<file path="src/rtl/value_report_pkg.sv">
// value_report_pkg: shared constants and FSM state type for the value report path
package value_report_pkg;
  localparam int VAL_W = 28;
  localparam int VALID_BIT = 0;
  localparam int OVF_BIT = 1;
  localparam int SEQ_LSB = 2;
  localparam int VAL_LSB = 4;
  typedef enum logic [1:0] {IDLE, SHOW, RELEASE} state_t;
endpackage

</file>
<file path="src/rtl/value_report_if.sv">
// value_report_if: fabric value strobe, software ack and GPIO readback bundle
interface value_report_if import value_report_pkg::*; #(parameter int DEPTH = 4);
  logic [VAL_W-1:0] val_i;
  logic val_valid_i;
  logic gpio_ack_i;
  logic [31:0] gpio_out;
  logic full_o;
  logic [$clog2(DEPTH+1)-1:0] fifo_count_o;
  modport master (output val_i, val_valid_i, gpio_ack_i, input gpio_out, full_o, fifo_count_o);
  modport slave (input val_i, val_valid_i, gpio_ack_i, output gpio_out, full_o, fifo_count_o);
endinterface

</file>
<file path="src/rtl/value_report_fifo.sv">
// value_report_fifo: synchronous FIFO with wrap-bit pointers; caller guarantees no push when full without pop
module value_report_fifo import value_report_pkg::*; #(
  parameter int DEPTH = 4,
  localparam int AW = $clog2(DEPTH),
  localparam int CW = $clog2(DEPTH+1)
) (
  input logic clk,
  input logic rst,
  input logic push,
  input logic pop,
  input logic [VAL_W-1:0] din,
  output logic [VAL_W-1:0] dout,
  output logic [CW-1:0] count,
  output logic full,
  output logic empty
);
  logic [AW:0] wp, rp;
  logic [VAL_W-1:0] mem [DEPTH];
  // pointers advance per accepted push/pop; reset flushes by realigning them
  always_ff @(posedge clk) begin
    if (rst) begin
      wp <= '0;
      rp <= '0;
    end else begin
      if (push) wp <= wp + 1'b1;
      if (pop) rp <= rp + 1'b1;
    end
  end
  // storage needs no reset since the pointers define which entries are live
  always_ff @(posedge clk) begin
    if (push) mem[wp[AW-1:0]] <= din;
  end
  assign dout = mem[rp[AW-1:0]];
  assign empty = wp == rp;
  assign full = (wp[AW] != rp[AW]) && (wp[AW-1:0] == rp[AW-1:0]);
  assign count = CW'(wp - rp);
endmodule

</file>
<file path="src/rtl/value_report.sv">
// value_report: queues fabric values and presents them as GPIO words under a valid/ack handshake; VALUE_REPORT_SEQ_EN adds a 2-bit sequence tag
module value_report import value_report_pkg::*; #(parameter int DEPTH = 4) (
  input logic clk,
  input logic rst,
  value_report_if.slave bus
);
  state_t state, state_nx;
  logic load, show, push, drop, full, empty, ovf_pending, ovf_q;
  logic [VAL_W-1:0] head, val_q;
  value_report_fifo #(.DEPTH(DEPTH)) u_fifo (
    .clk(clk),
    .rst(rst),
    .push(push),
    .pop(load),
    .din(bus.val_i),
    .dout(head),
    .count(bus.fifo_count_o),
    .full(full),
    .empty(empty)
  );
  assign push = bus.val_valid_i && (!full || load);
  assign drop = bus.val_valid_i && full && !load;
  // state register
  always_ff @(posedge clk) begin
    state <= rst ? IDLE : state_nx;
  end
  // next state: load moves to SHOW, ack rise to RELEASE, ack fall back to IDLE
  always_comb begin
    state_nx = (state == IDLE && load) ? SHOW :
               (state == SHOW && bus.gpio_ack_i) ? RELEASE :
               (state == RELEASE && !bus.gpio_ack_i) ? IDLE : state;
  end
  // FSM outputs: pop the head only in IDLE once software has released ack
  always_comb begin
    load = state == IDLE && !empty && !bus.gpio_ack_i;
    show = state == SHOW;
  end
  // a drop in the load cycle must survive the handoff into the word
  always_ff @(posedge clk) begin
    ovf_pending <= !rst && (drop || (ovf_pending && !load));
  end
  // word fields change only on a load so software sees them stable while valid
  always_ff @(posedge clk) begin
    if (rst) begin
      val_q <= '0;
      ovf_q <= 1'b0;
    end else if (load) begin
      val_q <= head;
      ovf_q <= ovf_pending;
    end
  end
`ifdef VALUE_REPORT_SEQ_EN
  logic [1:0] seq, tag_q;
  // tag counter steps on each load; the loaded word carries the pre-increment value
  always_ff @(posedge clk) begin
    if (rst) begin
      seq <= '0;
      tag_q <= '0;
    end else if (load) begin
      seq <= seq + 1'b1;
      tag_q <= seq;
    end
  end
`else
  logic [1:0] tag_q;
  assign tag_q = '0;
`endif
  // readback word assembly
  always_comb begin
    bus.gpio_out = '0;
    bus.gpio_out[VALID_BIT] = show;
    bus.gpio_out[OVF_BIT] = ovf_q;
    bus.gpio_out[SEQ_LSB +: 2] = tag_q;
    bus.gpio_out[VAL_LSB +: VAL_W] = val_q;
  end
  assign bus.full_o = full;
endmodule

</file>
<file path="src/flat_wrapper.sv">
// flat-port wrapper written by rule: the top's interface ports become plain ports
module value_report_flat import value_report_pkg::*;
#(parameter int DEPTH = 4)
  (clk, rst, bus_val_i, bus_val_valid_i, bus_gpio_ack_i, bus_gpio_out, bus_full_o, bus_fifo_count_o);
  value_report_if #(.DEPTH(DEPTH)) bus_i ();
  input logic clk;
  input logic rst;
  input wire logic [$bits(bus_i.val_i)-1:0] bus_val_i;
  input wire logic [$bits(bus_i.val_valid_i)-1:0] bus_val_valid_i;
  input wire logic [$bits(bus_i.gpio_ack_i)-1:0] bus_gpio_ack_i;
  output wire logic [$bits(bus_i.gpio_out)-1:0] bus_gpio_out;
  output wire logic [$bits(bus_i.full_o)-1:0] bus_full_o;
  output wire logic [$bits(bus_i.fifo_count_o)-1:0] bus_fifo_count_o;
  assign bus_i.val_i = bus_val_i;
  assign bus_i.val_valid_i = bus_val_valid_i;
  assign bus_i.gpio_ack_i = bus_gpio_ack_i;
  assign bus_gpio_out = bus_i.gpio_out;
  assign bus_full_o = bus_i.full_o;
  assign bus_fifo_count_o = bus_i.fifo_count_o;
  value_report #(.DEPTH(DEPTH)) u_core (.clk(clk), .rst(rst), .bus(bus_i));
endmodule
</file>
<file path="config.mk">
export PLATFORM = sky130hd
export DESIGN_NAME = value_report_flat
export DESIGN_NICKNAME = d
export VERILOG_FILES = /design/src/rtl/value_report_pkg.sv /design/src/rtl/value_report_if.sv /design/src/rtl/value_report_fifo.sv /design/src/rtl/value_report.sv /design/src/flat_wrapper.sv
export SDC_FILE = /design/constraint.sdc
export NUM_CORES = 1
export LEC_CHECK = 0
export BUFFER_PORTS_ARGS = -buffer_cell sky130_fd_sc_hd__buf_2
export CAP_MARGIN = 20
export CORE_UTILIZATION = 62
export CTS_CLUSTER_DIAMETER = 30
export DETAILED_ROUTE_END_ITERATION = 16
export GPL_TIMING_DRIVEN = 0
export PLACE_DENSITY = 0.83
export SYNTH_ARGS = -nofsm -noshare
export SYNTH_HDL_FRONTEND = slang
export SYNTH_SLANG_ARGS = --single-unit
</file>
<file path="constraint.sdc">
create_clock -name clk -period 7.77 [get_ports clk]
set_input_delay 1.1655 -clock clk [delete_from_list [all_inputs] [get_ports clk]]
set_output_delay 1.1655 -clock clk [all_outputs]
set_load 0.01 [all_outputs]
</file>
==> impl_metrics.ini <==
[hold_path]
whs_endpoint = u_core.ovf_q
worstHoldPathCells = 2
hold_class = flop to flop
hold_start = u_core.ovf_pending

[die]
die_x_um = 101.6
dieArea_sq_um = 10330
core_area_sq_um = 9415
initial_utilization_pct = 65.36
rows = 35
die_h_um = 101.6
ios = 68

[synthesis]
avgSynthCellArea_sq_um = 14.79
yosysSeqAreaShare_pct = 67.02
synthCells = 416
yosysTopAreaCell = edfxtp_1
syn_area_sq_um = 6153
synth_edf_count = 112
synth_cell_types = 37
ys_seq_elements = 150
yosys-top-cells-area = edfxtp_1 (55%), dfxtp_1 (12%), mux4_2 (10%)
yosysTopAreaCellShare_pct = 54.66
yosysWarningCount = 0
async_flop_share_pct = 0
postSynth.topFlopCell = edfxtp_1

[worst_setup_path]
r2r_cells = 7
critPathKind = flop to output port
cp_num_cells = 8
critPathTopFamily = buffers and inverters
endpoint_kind = output port
start_kind = flop
cpMostUsedCell = buf_2
cp_num_buf_inv = 5
crit_arrival_ns = 2.85
cp_cell_sequence = buf_2 -> buf_2 -> inv_1 -> ha_1 -> nand2_1 -> clkbuf_1 -> nor2_1 -> buf_2
critPathRequiredTime_ns = 6.60
max_stage_delay_ns = 0.44
r2r-start = u_core.u_fifo.rp[1]
r2r_slack_ns = 4.67
timing.rr.end = u_core.u_fifo.mem[2][12]
cp_max_fo = 10
critPathSlowestCell = clkbuf_1

[finish]
instances_no_fill = 643
fin_nets = 541
diodes = 0
fillers = 552
ff_latch_area_sq_um = 4124
drive_gt1_share_pct = 28.60
final_cell_mix = edfxtp_1 (112), buf_2 (76), nand3_1 (57)
final_common_cell = edfxtp_1
stdcell_area_sq_um = 7233
utilization_pct = 76.82
syn2layout_area_growth_pct = 17.55
multi_input_area_sq_um = 1856

[detailed_routing]
vias = 4014
antenna_left = 0
post_drt_wl_per_cell_um = 20.94
firstDrtPassIters = 5
drtIter0Drc = 447
viasPerCell = 6.243
drc = 0
routed_wirelength_um = 13470

[cts]
cts_buffers = 17
root_buffer = clkbuf_8
clock_path_buffers = 2
cts_sinks = 150
clk_latency_ns = 0.52
cts_resized = 0
cts_setup_buffers = 0
htreeDepth = 4
clkSlewWorstSetupHoldPaths_ns = 0.06
cts_tree = built
cts_hold_buf = 0

[timing]
worst_slew_pin_slew_ns = 0.8292
drv_slew = 0
slew_headroom_pct = 44.72
final.setup_skew_ns = 0.009503
setup_viol = 0
period_needed_ns = 4.018
post-route-period-util_pct = 51.71
fin_tns_setup_ns = 0
rsz0062_at_grt = no
max_freq_ghz = 0.2489
hold_viol = 0

[pwr]
powerDensity_nw_per_um2 = 295.3
leakage_nw = 2.660
finalPower_mw = 2.136
peakVddDrop_mv = 0.2033

[placed_design]
post_dp_cell_area_sq_um = 6649
post-dp-hpwl_um = 7912
place_congestion = 0.8345
placed_cells = 611
portBuffers = 65

[flow_run]
max_cap_viol_count = 0

[status]
status = finished clean

[global_route]
first_global_vias = 4035
grt_max_degree = 29
grt_usage_pct = 28.04
antenna_found_initial = 0
grt_pass1_wl_um = 20800
overflow = 0
-- cells by family after synthesis --
| group | after synthesis | synth area share, % |
|---|---|---|
| DFF | 150 | 67.02 |
| other | 1 | 0.06094 |
| and+or+nand+nor | 140 | 11.73 |
| AOI/OAI and AO/OA | 40 | 4.921 |
| muxes | 33 | 11.12 |
| adders and majority gates | 8 | 1.749 |
| xor gates and xnor gates | 3 | 0.4271 |
| buffers and inverters | 41 | 2.969 |
-- per-layer routing --
layer  share of wire, %  vias to the layer above  global-route usage, %
met5                  0                        -                      0
met2                 50                      230                  45.63
met4                3.1                        0                  15.05
met1                 39                     1993                  35.94
li1                   -                     1747                      -
met3                7.8                       44                  5.521
-- cells in the mapped netlist (2+ instances only) --
| library cell | count |
|---|---|
| mux4_2 | 28 |
| ha_1 | 7 |
| o211ai_1 | 28 |
| mux2_2 | 2 |
| nand3_1 | 57 |
| a21oi_1 | 2 |
| nor2_1 | 5 |
| nor2b_1 | 32 |
| edfxtp_1 | 112 |
| buf_2 | 11 |
| clkbuf_1 | 18 |
| nand2_1 | 35 |
| mux2i_1 | 2 |
| inv_1 | 8 |
| and2_1 | 4 |
| buf_4 | 4 |
| o21ai_0 | 2 |
| nand4_1 | 2 |
| xnor2_1 | 2 |
| dfxtp_1 | 38 |
-- tightest hold or removal path, stage by stage, from the launching register on --
cell and delay (ns):
dfxtp_1 0.30, nand2_1 0.07, mux2i_1 0.07
-- power by group --
part	switching, mW	internal, mW
Sequential	0.0326	0.933
Combinational	0.222	0.150
Clock	0.315	0.484
Total	0.569	1.57
-- state kept, by name, summed over array words and instances, names as in the netlist --
| register | count |
|---|---|
| u_core.ovf_pending | 1 |
| u_core.u_fifo.wp | 3 |
| u_core.val_q | 28 |
| u_core.state | 2 |
| u_core.u_fifo.rp | 3 |
| u_core.ovf_q | 1 |
| u_core.u_fifo.mem | 112 |
-- through the flow --
stage | hold slack [ns] | worst slack, ns
final | 0.4820 | 3.752
after floorplan | 0.4351 | 4.923
after detailed placement | 0.4557 | 4.317
after CTS | 0.4754 | 3.788
after global placement | 0.4503 | 4.140
after global routing | 0.4925 | 3.581
-- layout make-up --
| cell class | instances | share of cell area, % |
|---|---|---|
| plain buffers | 33 | 2.110 |
| repair buffers | 65 | 4.497 |
| inverters | 8 | 0.4152 |
| clock buffers | 22 | 6.400 |
| well taps | 129 | 2.231 |
| multi-input cells | 226 | 25.65 |
| clock inverters | 10 | 1.678 |
| flip-flops and latches | 150 | 57.01 |
-- worst max-delay path by stage --
stage | from | endpoint | slack, ns
floorplan | u_core.u_fifo.rp[1] | bus_full_o | 4.92
global placement | bus_gpio_ack_i | u_core.u_fifo.mem[3][17] | 4.14
detailed placement | u_core.u_fifo.rp[1] | bus_full_o | 4.32
CTS | u_core.u_fifo.rp[1] | bus_full_o | 3.79
global route | u_core.u_fifo.rp[1] | bus_full_o | 3.58
finish | u_core.u_fifo.rp[1] | bus_full_o | 3.75
Power figures use the tool's default switching activity.
